--- config.mk ---
export PLATFORM = sky130hd
export DESIGN_NAME = fetch_pc_flat
export DESIGN_NICKNAME = d
export VERILOG_FILES = /design/src/rtl/fetch_pc_pkg.sv /design/src/rtl/fetch_pc_if.sv /design/src/rtl/adder_internal.sv /design/src/rtl/fetch_pc.sv /design/src/flat_wrapper.sv
export SDC_FILE = /design/constraint.sdc
export NUM_CORES = 1
export LEC_CHECK = 0
export ABC_AREA = 1
export CORE_MARGIN = 2
export CORE_UTILIZATION = 43
export CTS_CLUSTER_DIAMETER = 80
export DETAILED_ROUTE_END_ITERATION = 10
export PLACE_DENSITY = 0.8
export SYNTH_ARGS = -nofsm -noshare
export SYNTH_HDL_FRONTEND = slang
export SYNTH_SLANG_ARGS = --single-unit
--- constraint.sdc ---
create_clock -name clk -period 3.1 [get_ports clk]
set_clock_uncertainty 0.2 [all_clocks]
set_input_delay 0.62 -clock clk [delete_from_list [all_inputs] [get_ports clk]]
set_output_delay 0.62 -clock clk [all_outputs]
set_load 0.1 [all_outputs]
--- src/rtl/fetch_pc_pkg.sv ---
// Shared processor definitions for the fetch stage: FSM state encoding and the default reset PC.
package fetch_pc_pkg;

    typedef enum logic [1:0] {
        StIdle  = 2'd0,
        StFetch = 2'd1,
        StHold  = 2'd2
    } fetch_state_e;

    localparam logic [7:0] RESET_PC_DEF = 8'h00;

endpackage

--- src/rtl/fetch_pc_if.sv ---
// Instruction-memory request/response bus between the fetch stage (master) and memory (slave).
interface fetch_pc_if #(
    parameter int unsigned PC_W    = 8,
    parameter int unsigned INSTR_W = 16
);
    logic               imem_req;
    logic [PC_W-1:0]    imem_addr;
    logic               imem_ready;
    logic [INSTR_W-1:0] imem_rdata;

    modport master (
        output imem_req,
        output imem_addr,
        input  imem_ready,
        input  imem_rdata
    );

    modport slave (
        input  imem_req,
        input  imem_addr,
        output imem_ready,
        output imem_rdata
    );
endinterface

--- src/rtl/adder_internal.sv ---
// Sequential-PC adder: zero-extends the 3-bit instruction length and drops the carry.
module adder_internal #(
    parameter int unsigned W = 8
) (
    input  logic [W-1:0] a,
    input  logic [2:0]   b,
    output logic [W-1:0] y
);
    assign y = a + W'(b);
endmodule

--- src/rtl/fetch_pc.sv ---
// Fetch-stage PC and instruction register with IDLE/FETCH/HOLD control.
// Define FETCH_PERF_CNT_EN to add the 16-bit fetch_cnt transfer counter.
module fetch_pc
    import fetch_pc_pkg::*;
#(
    parameter int unsigned     PC_W     = 8,
    parameter int unsigned     INSTR_W  = 16,
    parameter logic [PC_W-1:0] RESET_PC = PC_W'(RESET_PC_DEF)
) (
    input  logic               clk,
    input  logic               rst_n,
    input  logic               stall,
    input  logic               br_taken,
    input  logic [PC_W-1:0]    br_target,
    input  logic [2:0]         inc,
    fetch_pc_if.master         imem,
    output logic [PC_W-1:0]    pc,
    output logic [INSTR_W-1:0] instr,
    output logic               instr_valid
`ifdef FETCH_PERF_CNT_EN
    ,
    output logic [15:0]        fetch_cnt
`endif
);

    fetch_state_e       state_q, state_d;
    logic [PC_W-1:0]    pc_q, pc_d, pc_seq;
    logic [INSTR_W-1:0] instr_q, instr_d;
    logic               valid_q, valid_d;
    logic               req;
    logic               xfer_ok;

    adder_internal #(
        .W (PC_W)
    ) u_pc_adder (
        .a (pc_q),
        .b (inc),
        .y (pc_seq)
    );

    always_comb begin
        state_d = state_q;
        pc_d    = pc_q;
        instr_d = instr_q;
        valid_d = valid_q;
        req     = 1'b0;
        xfer_ok = 1'b0;

        unique case (state_q)
            StIdle: state_d = StFetch;
            StFetch: begin
                req = ~stall;
                if (stall) begin
                    state_d = StHold;
                end else if (imem.imem_ready) begin
                    xfer_ok = 1'b1;
                    instr_d = imem.imem_rdata;
                    valid_d = 1'b1;
                    pc_d    = pc_seq;
                end else begin
                    valid_d = 1'b0;
                end
            end
            StHold: begin
                if (!stall) state_d = StFetch;
            end
            default: state_d = StIdle;
        endcase

        // A redirect overrides everything and discards any same-edge transfer.
        if (br_taken) begin
            state_d = state_q;
            pc_d    = br_target;
            instr_d = instr_q;
            valid_d = 1'b0;
            xfer_ok = 1'b0;
        end
    end

    always_ff @(posedge clk) begin
        if (!rst_n) begin
            state_q <= StIdle;
            pc_q    <= RESET_PC;
            instr_q <= '0;
            valid_q <= 1'b0;
        end else begin
            state_q <= state_d;
            pc_q    <= pc_d;
            instr_q <= instr_d;
            valid_q <= valid_d;
        end
    end

`ifdef FETCH_PERF_CNT_EN
    logic [15:0] cnt_q;

    always_ff @(posedge clk) begin
        if (!rst_n) begin
            cnt_q <= '0;
        end else if (xfer_ok) begin
            cnt_q <= cnt_q + 16'd1;
        end
    end

    assign fetch_cnt = cnt_q;
`endif

    assign imem.imem_req  = req;
    assign imem.imem_addr = pc_q;
    assign pc             = pc_q;
    assign instr          = instr_q;
    assign instr_valid    = valid_q;

endmodule

--- src/flat_wrapper.sv ---
// flat-port wrapper written by rule: the top's interface ports become plain ports
module fetch_pc_flat import fetch_pc_pkg::*;
#(
    parameter int unsigned     PC_W     = 8,
    parameter int unsigned     INSTR_W  = 16,
    parameter logic [PC_W-1:0] RESET_PC = PC_W'(RESET_PC_DEF)
)
  (clk, rst_n, stall, br_taken, br_target, inc, pc, instr, instr_valid, imem_imem_req, imem_imem_addr, imem_imem_ready, imem_imem_rdata);
  fetch_pc_if #(.PC_W(PC_W), .INSTR_W(INSTR_W)) imem_i ();
  input  logic clk;
  input  logic rst_n;
  input  logic stall;
  input  logic br_taken;
  input  logic [PC_W-1:0] br_target;
  input  logic [2:0] inc;
  output logic [PC_W-1:0] pc;
  output logic [INSTR_W-1:0] instr;
  output logic instr_valid;
  output wire logic [$bits(imem_i.imem_req)-1:0] imem_imem_req;
  output wire logic [$bits(imem_i.imem_addr)-1:0] imem_imem_addr;
  input wire logic [$bits(imem_i.imem_ready)-1:0] imem_imem_ready;
  input wire logic [$bits(imem_i.imem_rdata)-1:0] imem_imem_rdata;
  assign imem_imem_req = imem_i.imem_req;
  assign imem_imem_addr = imem_i.imem_addr;
  assign imem_i.imem_ready = imem_imem_ready;
  assign imem_i.imem_rdata = imem_imem_rdata;
  fetch_pc #(.PC_W(PC_W), .INSTR_W(INSTR_W), .RESET_PC(RESET_PC)) u_core (.clk(clk), .rst_n(rst_n), .stall(stall), .br_taken(br_taken), .br_target(br_target), .inc(inc), .imem(imem_i), .pc(pc), .instr(instr), .instr_valid(instr_valid));
endmodule
==> flow_metrics.env, run 1 <==
export IMPL_vias=1346
export IMPL_r2r_start="u_core.imem.imem_addr[0]"
export IMPL_path_delay_family="buffers and inverters"
export IMPL_start_kind="primary input"
export IMPL_max_freq_mhz=409
export IMPL_fin_tns_setup_ns=0
export IMPL_p_per_area_nw_per_um2=425
export IMPL_synthTopCellsByCount="47 x nor2_1, 35 x nand2_1, 27 x dfxtp_1"
export IMPL_path_max_fanout=4
export IMPL_synth_edff_count=0
export IMPL_grt_total_usage_pct=18.8
export IMPL_min_from="u_core.instr[9]"
export IMPL_drt_vias_per_instance=4.61
export IMPL_period_share_pct=78.9
export IMPL_die_y_um=60.1
export IMPL_crit_slowest_cell="clkdlybuf4s50_1"
export IMPL_hold_class="reg2reg"
export IMPL_post_cts_buffers=0
export IMPL_place_inst=288
export IMPL_setup_viol=0
export IMPL_clk_latency_ns=0.32
export IMPL_slowest_delay_ns=0.51
export IMPL_wl_per_cell_um=10.6
export IMPL_async_flop_share_pct=0
export IMPL_worst_path_buf_inv=2
export IMPL_core_rowCount=20
export IMPL_cts_clk_slew_worst_paths_ns=0.14
export IMPL_maxSlewHeadroom_pct=70.3
export IMPL_antenna_left=0
export IMPL_yosysMostFrequentCell="nor2_1"
export IMPL_synth_seq_area_share_pct=40.0
export IMPL_fp_coreArea_um2=3030
export IMPL_netlist_area_um2=1350
export IMPL_ys_seq_elements=27
export IMPL_max_vdd_ir_drop_mv=0.231
export IMPL_synth_cells=191
export IMPL_synth_largest_area_cell="dfxtp_1"
export IMPL_antenna_found_initial=0
export IMPL_area_delta_synth_final_pct=42.9
export IMPL_io_buffers=65
export IMPL_grt_ovfl_total=0
export IMPL_clock_sinks=27
export IMPL_start_util_pct=44.6
export IMPL_leakagePower_nw=0.822
export IMPL_cts_buffers=3
export IMPL_grt_pass1_vias=1224
export IMPL_drtIter0Drc=48
export IMPL_synth_cell_types=27
export IMPL_h_tree_depth=1
export IMPL_ys_warnings_count=0
export IMPL_clockBufferDepth=2
export IMPL_ctsRootBufferMaster="clkbuf_4"
export IMPL_die_area_um2=3610
export IMPL_ios=66
export IMPL_globalplace_congestion=0.785
export IMPL_finalWirelength_um=3100
export IMPL_ys_flop_type="dfxtp_1"
export IMPL_instances_no_fill=292
export IMPL_die_x_um=60.1
export IMPL_num_antenna_cells=0
export IMPL_cts_tree="done"
export IMPL_synth_top_cell_area_share_pct=40.0
export IMPL_cts_resized_gates=0
export IMPL_path_cells="clkdlybuf4s50_1 -> nor2_2 -> buf_12"
export IMPL_power_mw=0.820
export IMPL_grt_max_degree=22
export IMPL_final_max_slew_viol_count=0
export IMPL_max_cap_violations=0
export IMPL_hold_viol=0
export IMPL_avgSynthCellArea_um2=7.07
export IMPL_required_ns=2.28
export IMPL_drc=0
export IMPL_nets=285
export IMPL_critPathCaptureType="primary output"
export IMPL_final_layout_size_suffix_gt1_share_pct=19.8
export IMPL_crit_type="in2out"
export IMPL_yosys_top_cells_area="dfxtp_1 40%, nor2_1 13%, nand2_1 9.7%"
export IMPL_rsz0062_at_grt="no"
export IMPL_dr_pass1_iters=4
export IMPL_min_period_ns=2.45
export IMPL_tightestPinTransition_ns=0.444
export IMPL_grt_pass1_wl_um=5260
export IMPL_crit_start="stall"
export IMPL_whs_ns=0.296
export IMPL_syn_num_nets=227
export IMPL_cts_hold_buf=0
export IMPL_cp_arrival_ns=1.63
export IMPL_final_core_util_pct=63.8
export IMPL_dp_hpwl_um=2380
export IMPL_status="completed"
[layout by cell type (no fill, tap or decap), drive strengths merged]
cell type / Yosys / routed
nand4: 1 / 1
clkinv: 1 / 1
nand2: 37 / 37
clkbuf: 3 / 3
o21a: 1 / 1
dfxtp: 27 / 27
o21ai: 21 / 21
inv: 13 / 13
fa: 1 / 1
buf: 11 / 36
xor2: 1 / 1
ha: 3 / 3
nand3: 9 / 9
clkinvlp: 0 / 1
nor2: 50 / 50
clkdlybuf4s50: 0 / 31
a21boi: 1 / 1
a211oi: 2 / 2
a31oi: 1 / 1
a21oi: 8 / 8
[stage by stage]
step | instance area, um2 | worst slack, ns
2_1_floorplan | 1350 | 0.519
3_3_place_gp | 1900 | 0.481
3_5_place_dp | 1900 | 0.442
4_1_cts | 1930 | 0.651
5_1_grt | 1930 | 0.568
6_report | 1930 | 0.654
[tightest hold or removal path, stage by stage, from the launching register on]
cell and delay (ns):
dfxtp_1 0.34, nor2_1 0.09, nor2_1 0.05
[power by group]
part | total [mW] | internal (mW) | switching, mW
registers | 0.375 | 0.362 | 0.0135
logic | 0.294 | 0.0871 | 0.207
clock network | 0.151 | 0.0492 | 0.102
[final cells by class]
type                    count  area [um2]
fillers                   278        1100
multi-input cells         136         659
repair buffers             67         593
flip-flops and latches     27         541
well taps                  44        55.1
inverters                  14        52.6
clock buffers               3        22.5
clock inverters             1        7.51
[flip-flops by register name, indices dropped and copies added (netlist names)]
register               flops
u_core.imem.imem_addr      8
u_core.instr              16
u_core.instr_valid         1
u_core.state_q             2
[path summary, 6_finish.rpt]
| check | cells past startpoint | slack [ns] | end |
|---|---|---|---|
| max | 3 | 0.65 | imem_imem_req |
| min | 2 | 0.30 | u_core.instr[9] |
| max reg2reg | 9 | 1.10 | u_core.imem.imem_addr[4] |
| min reg2reg | 2 | 0.30 | u_core.instr[9] |
[layer usage]
layer	vias to the layer above	routed length (um)	GRT usage, %
met4	0	17	4.76
met3	2	239	4.55
met1	577	1420	24.4
met2	48	1430	31.2
li1	719	-	-
met5	-	0	0
[logic make-up after synthesis]
kind of cell             Yosys count  share of synthesized area, %
adder cells (fa/ha/maj)            4                          4.26
flip-flops                        27                          40.0
XOR/XNOR                           1                         0.648
buffers and inverters             28                          11.2
AO/OA/AOI/OAI                     34                          13.7
AND/OR/NAND/NOR                   97                          30.2
Note: power is estimated with default switching activity, not from simulation.
==> run 2: changes to the inputs <==
--- a/config.mk
+++ b/config.mk
@@ -7,10 +7,10 @@
 export LEC_CHECK = 0
 export ABC_AREA = 1
 export CORE_MARGIN = 2
-export CORE_UTILIZATION = 43
+export CORE_UTILIZATION = 36
 export CTS_CLUSTER_DIAMETER = 80
 export DETAILED_ROUTE_END_ITERATION = 10
-export PLACE_DENSITY = 0.8
+export PLACE_DENSITY = 0.71
 export SYNTH_ARGS = -nofsm -noshare
 export SYNTH_HDL_FRONTEND = slang
 export SYNTH_SLANG_ARGS = --single-unit
==> constraint.sdc (replaced) <==
create_clock -name clk -period 1.95 [get_ports clk]
set_clock_uncertainty 0.2 [all_clocks]
set_input_delay 0.39 -clock clk [delete_from_list [all_inputs] [get_ports clk]]
set_output_delay 0.39 -clock clk [all_outputs]
set_load 0.1 [all_outputs]
==> run 2 against run 1 <==
- critical path type is now in2reg
- clock power increased by 110%
- power up 84%
- design area rose by 31%
- first-iteration DRC count decreased by 15%
- global-route usage decreased by 0.69 points
- count of clock-buffer cells in the layout is the same
- die area is 18% higher
- critical path depth grew 6
- largest cell class is now non-clock buffers
==> flow_metrics.env, run 2 (synthesis results as in run 1) <==
export IMPL_status="completed"
export IMPL_num_antenna_cells=0
export IMPL_final_max_slew_viol_count=0
export IMPL_cts_buffers=3
export IMPL_die_x_um=65.3
export IMPL_required_ns=1.92
export IMPL_maxSlewHeadroom_pct=81.5
export IMPL_antenna_left=0
export IMPL_p_per_area_nw_per_um2=599
export IMPL_nets=296
export IMPL_max_vdd_ir_drop_mv=0.495
export IMPL_max_freq_mhz=529
export IMPL_grt_ovfl_total=0
export IMPL_area_delta_synth_final_pct=86.5
export IMPL_setup_viol=0
export IMPL_internal_power_mw=0.951
export IMPL_p_comb_share_pct=37.9
export IMPL_rsz0062_at_grt="no"
export IMPL_min_from="u_core.state_q[1]"
export IMPL_clk_latency_ns=0.27
export IMPL_fp_coreArea_um2=3630
export IMPL_pwr_share_clk_pct=21.5
export IMPL_clock_sinks=27
export IMPL_finalWirelength_um=3480
export IMPL_drt_vias_per_instance=4.69
export IMPL_crit_start="inc[1]"
export IMPL_min_period_ns=1.89
export IMPL_hold_class="reg2reg"
export IMPL_drtIter0Drc=41
export IMPL_p_seq_share_pct=40.6
export IMPL_max_cap_violations=0
export IMPL_post_cts_buffers=0
export IMPL_globalplace_congestion=0.886
export IMPL_h_tree_depth=1
export IMPL_final_cell_mix="47 x nor2_1, 36 x buf_12, 35 x nand2_1"
export IMPL_cp_arrival_ns=1.86
export IMPL_largest_reg_flops=16
export IMPL_vias=1441
export IMPL_path_max_fanout=4
export IMPL_cts_clk_slew_worst_paths_ns=0.09
export IMPL_ios=66
export IMPL_dp_hpwl_um=2820
export IMPL_dr_pass1_iters=4
export IMPL_stdcell_area_um2=2520
export IMPL_instances_no_fill=307
export IMPL_die_area_um2=4260
export IMPL_clockBufferDepth=2
export IMPL_start_kind="primary input"
export IMPL_grt_total_usage_pct=18.1
export IMPL_grt_max_degree=18
export IMPL_r2r_start="u_core.imem.imem_addr[0]"
export IMPL_layout_commonest_cell="nor2_1"
export IMPL_place_inst=303
export IMPL_netSwitchingPower_mw=0.559
export IMPL_reg2reg_depth=9
export IMPL_r2r_end="u_core.imem.imem_addr[4]"
export IMPL_critPathCaptureType="flip-flop"
export IMPL_ctsRootBufferMaster="clkbuf_8"
export IMPL_crit_type="in2reg"
export IMPL_leakagePower_nw=1.01
export IMPL_antenna_found_initial=0
export IMPL_sw_frac_of_total_pct=37.0
export IMPL_start_util_pct=37.2
export IMPL_period_share_pct=96.9
export IMPL_r2r_setup_slack_ns=0.17
export IMPL_wl_per_cell_um=11.3
export IMPL_grt_pass1_wl_um=6150
export IMPL_placed_cell_area_um2=2460
export IMPL_die_y_um=65.3
export IMPL_holdPathEnd="u_core.state_q[1]"
export IMPL_io_buffers=65
export IMPL_hold_path_cell_count=2
export IMPL_drc=0
export IMPL_hold_viol=0
export IMPL_tightestPinTransition_ns=0.276
export IMPL_grt_pass1_vias=1401
export IMPL_final_layout_size_suffix_gt1_share_pct=27.4
export IMPL_core_rowCount=22
export IMPL_cts_tree="done"
==> run 2: routing by layer <==
layer	vias up	track usage (%)	wire, um
li1	738	-	-
met1	648	19.8	1400
met2	51	31.9	1720
met3	4	6.85	316
met4	0	6.51	46
met5	-	0	0
==> run 2: power groups by stage <==
stage                     Clock, mW  Combinational, mW  Sequential [mW]
after floorplan                   0              0.208            0.749
after global placement            0              0.565            0.626
after detailed placement          0              0.572            0.627
after CTS                     0.336              0.573            0.614
after global routing          0.360              0.604            0.619
final                         0.324              0.572            0.614
==> run 2: how the worst max path moves through the flow <==
stage | to | cells after the start
after floorplan | u_core.imem.imem_addr[4] | 9
after global placement | u_core.imem.imem_addr[4] | 10
after detailed placement | u_core.imem.imem_addr[4] | 10
after CTS | imem_imem_req | 3
after global routing | u_core.imem.imem_addr[4] | 9
final | u_core.imem.imem_addr[4] | 9
==> run 2: cell type report <==
class                      count  area (um2)
timing repair buffer          78        1110
clock buffer                   3        41.3
clock inverter                 1        5.00
fill                         303        1110
inverter                      14        52.6
multi-input combinational    136         691
sequential                    27         556
tap                           48        60.1
==> run 2: repair_timing <==
action / CTS / global route
hold buffers: 0 / 0
gates cloned: 0 / 0
resized for setup: 2 / 2
setup endpoints to repair: 3 / 3
pin swaps: 1 / 1
==> run 2: metrics by stage <==
step,power [mW],setup TNS (ns),hold slack (ns),setup WS (ns),utilization [%]
after floorplan,0.957,-0.00213,0.251,-0.00213,-
after global placement,1.19,-1.11,0.266,-0.350,67.8
after detailed placement,1.20,-1.34,0.279,-0.383,67.8
after CTS,1.52,0,0.293,0.0215,69.1
after global routing,1.58,0,0.318,0.00354,69.4
final,1.51,0,0.288,0.0611,69.4
==> run 2: critical path: stages <==
cell and delay [ns]:
clkdlybuf4s50_1 0.50, inv_1 0.07, fa_2 0.39, o21ai_4 0.17, nand2_1 0.08, nand2_2 0.08
nor2_2 0.03, nor2_1 0.11, nor2_1 0.04
==> run 3: changes to the inputs <==
--- a/config.mk
+++ b/config.mk
@@ -6,11 +6,12 @@
 export NUM_CORES = 1
 export LEC_CHECK = 0
 export ABC_AREA = 1
+export CAP_MARGIN = 20
 export CORE_MARGIN = 2
-export CORE_UTILIZATION = 36
+export CORE_UTILIZATION = 30
 export CTS_CLUSTER_DIAMETER = 80
 export DETAILED_ROUTE_END_ITERATION = 10
-export PLACE_DENSITY = 0.71
+export PLACE_DENSITY = 0.61
 export SYNTH_ARGS = -nofsm -noshare
 export SYNTH_HDL_FRONTEND = slang
 export SYNTH_SLANG_ARGS = --single-unit
==> run 3 against run 2 <==
- die area up 19%
- worst setup slack worse by 0.021 ns
- design area down 0.45%
- flip-flop and latch count unchanged
- hold slack about the same
- first-iteration DRC count up 32%
- combinational power down 0.7%
- global-route usage down 3.9 points
- critical path type is now in2out
- critical endpoint is now imem_imem_req
- largest power group unchanged
==> flow_metrics.env, run 3 (synthesis results as in run 1) <==
export IMPL_die_y_um=71.1
export IMPL_worst_path_buf_inv=2
export IMPL_die_area_um2=5060
export IMPL_crit_type="in2out"
export IMPL_power_mw=1.49
export IMPL_instances_no_fill=311
export IMPL_globalplace_congestion=0.842
export IMPL_clk_latency_ns=0.27
export IMPL_antenna_found_initial=0
export IMPL_cts_clk_slew_worst_paths_ns=0.09
export IMPL_period_share_pct=97.9
export IMPL_wl_per_cell_um=10.8
export IMPL_path_max_fanout=4
export IMPL_max_vdd_ir_drop_mv=0.362
export IMPL_required_ns=1.36
export IMPL_antenna_left=0
export IMPL_ctsRootBufferMaster="clkbuf_8"
export IMPL_grt_max_degree=18
export IMPL_holdPathEnd="u_core.state_q[1]"
export IMPL_slowest_delay_ns=0.53
export IMPL_drc=0
export IMPL_dp_hpwl_um=2750
export IMPL_crit_slowest_cell="clkdlybuf4s50_1"
export IMPL_max_freq_mhz=524
export IMPL_r2r_setup_slack_ns=0.21
export IMPL_max_cap_violations=0
export IMPL_critPathCaptureType="primary output"
export IMPL_final_cell_mix="47 x nor2_1, 35 x nand2_1, 35 x buf_12"
export IMPL_hold_class="reg2reg"
export IMPL_start_kind="primary input"
export IMPL_core_rowCount=24
export IMPL_place_inst=307
export IMPL_fillCellCount=393
export IMPL_start_util_pct=31.0
export IMPL_layout_commonest_cell="nor2_1"
export IMPL_clock_sinks=27
export IMPL_largest_reg_flops=16
export IMPL_finalWirelength_um=3360
export IMPL_path_delay_family="buffers and inverters"
export IMPL_clockBufferDepth=2
export IMPL_p_per_area_nw_per_um2=596
export IMPL_path_cells="clkdlybuf4s50_1 -> nor2_4 -> buf_12"
export IMPL_cts_hold_buf=0
export IMPL_grt_ovfl_total=0
export IMPL_cp_arrival_ns=1.32
export IMPL_dp_slack_ns=-0.372
export IMPL_cts_tree="done"
export IMPL_final_layout_size_suffix_gt1_share_pct=27.0
export IMPL_dr_pass1_iters=4
export IMPL_leakagePower_nw=0.994
export IMPL_num_antenna_cells=0
export IMPL_grt_total_usage_pct=14.2
export IMPL_r2r_end="u_core.imem.imem_addr[4]"
export IMPL_drtIter0Drc=54
export IMPL_vias=1408
export IMPL_maxSlewHeadroom_pct=79.9
export IMPL_drt_vias_per_instance=4.53
export IMPL_final_core_util_pct=57.6
export IMPL_min_period_ns=1.91
export IMPL_tightestPinTransition_ns=0.301
export IMPL_die_x_um=71.1
export IMPL_rsz0062_at_grt="no"
export IMPL_io_buffers=65
export IMPL_setup_viol=0
export IMPL_area_delta_synth_final_pct=85.6
export IMPL_ios=66
export IMPL_fp_coreArea_um2=4350
export IMPL_hold_viol=0
export IMPL_final_max_slew_viol_count=0
export IMPL_cts_buffers=3
export IMPL_min_from="u_core.state_q[1]"
export IMPL_nets=296
export IMPL_r2r_start="u_core.imem.imem_addr[0]"
export IMPL_status="completed"
export IMPL_reg2reg_depth=9
export IMPL_layout_setup_ws_ns=0.0405
export IMPL_h_tree_depth=1
export IMPL_grt_pass1_wl_um=5860
export IMPL_hold_path_cell_count=2
export IMPL_grt_pass1_vias=1337
export IMPL_fin_tns_setup_ns=0
run 3: cell types whose count changed in the layout (fill, tap and decap cells not counted), sizes merged:
cell	previous run	this run
clkdlybuf4s50	29	30
clkbuf	3	4
clkinv	2	1
dlymetal6s2s	1	0
run 3: timing repair:
action | in CTS | in global routing
resized for setup | 2 | 1
pin swaps | 1 | 2
setup buffers | 0 | 0
setup endpoints to repair | 3 | 2
run 3: worst register-to-register path, cell delays in order (launching register included):
cell and delay, ns:
dfxtp_4 0.41, ha_4 0.14, inv_1 0.04, fa_2 0.36, o21ai_4 0.17, nand2_1 0.08
nand2_2 0.07, nor2_2 0.03, nor2_1 0.09, nor2_1 0.04
run 3: through the flow:
| step | hold slack (ns) | instance area [um2] |
|---|---|---|
| after floorplan | 0.251 | 1390 |
| after global placement | 0.268 | 2450 |
| after detailed placement | 0.273 | 2450 |
| after CTS | 0.288 | 2500 |
| after global routing | 0.307 | 2510 |
| final | 0.288 | 2510 |
run 3: final cells by class:
type	instances	area [um2]	share of cell area, %
multi-input cells	136	691	27.5
inverters	14	52.6	2.09
well taps	52	65.1	2.59
repair buffers	78	1100	43.8
clock buffers	4	45.0	1.80
flip-flops and latches	27	556	22.1
run 3: layer usage:
layer  track usage (%)  wire length, um
met1              16.4             1440
met2              24.7             1610
met3              5.41              290
met4              3.77               21
met5                 0                0
run 3: power breakdown:
group          switching (mW)  internal (mW)
registers              0.0384          0.575
logic                   0.336          0.232
clock network           0.167          0.146
run 3: worst max path at each step:
stage | to | startpoint | cells after the start
3_5_place_dp | u_core.imem.imem_addr[4] | inc[0] | 10
3_3_place_gp | u_core.imem.imem_addr[4] | inc[0] | 10
2_1_floorplan | u_core.imem.imem_addr[4] | u_core.imem.imem_addr[0] | 9
6_report | imem_imem_req | stall | 3
5_1_grt | imem_imem_req | stall | 3
4_1_cts | imem_imem_req | stall | 3
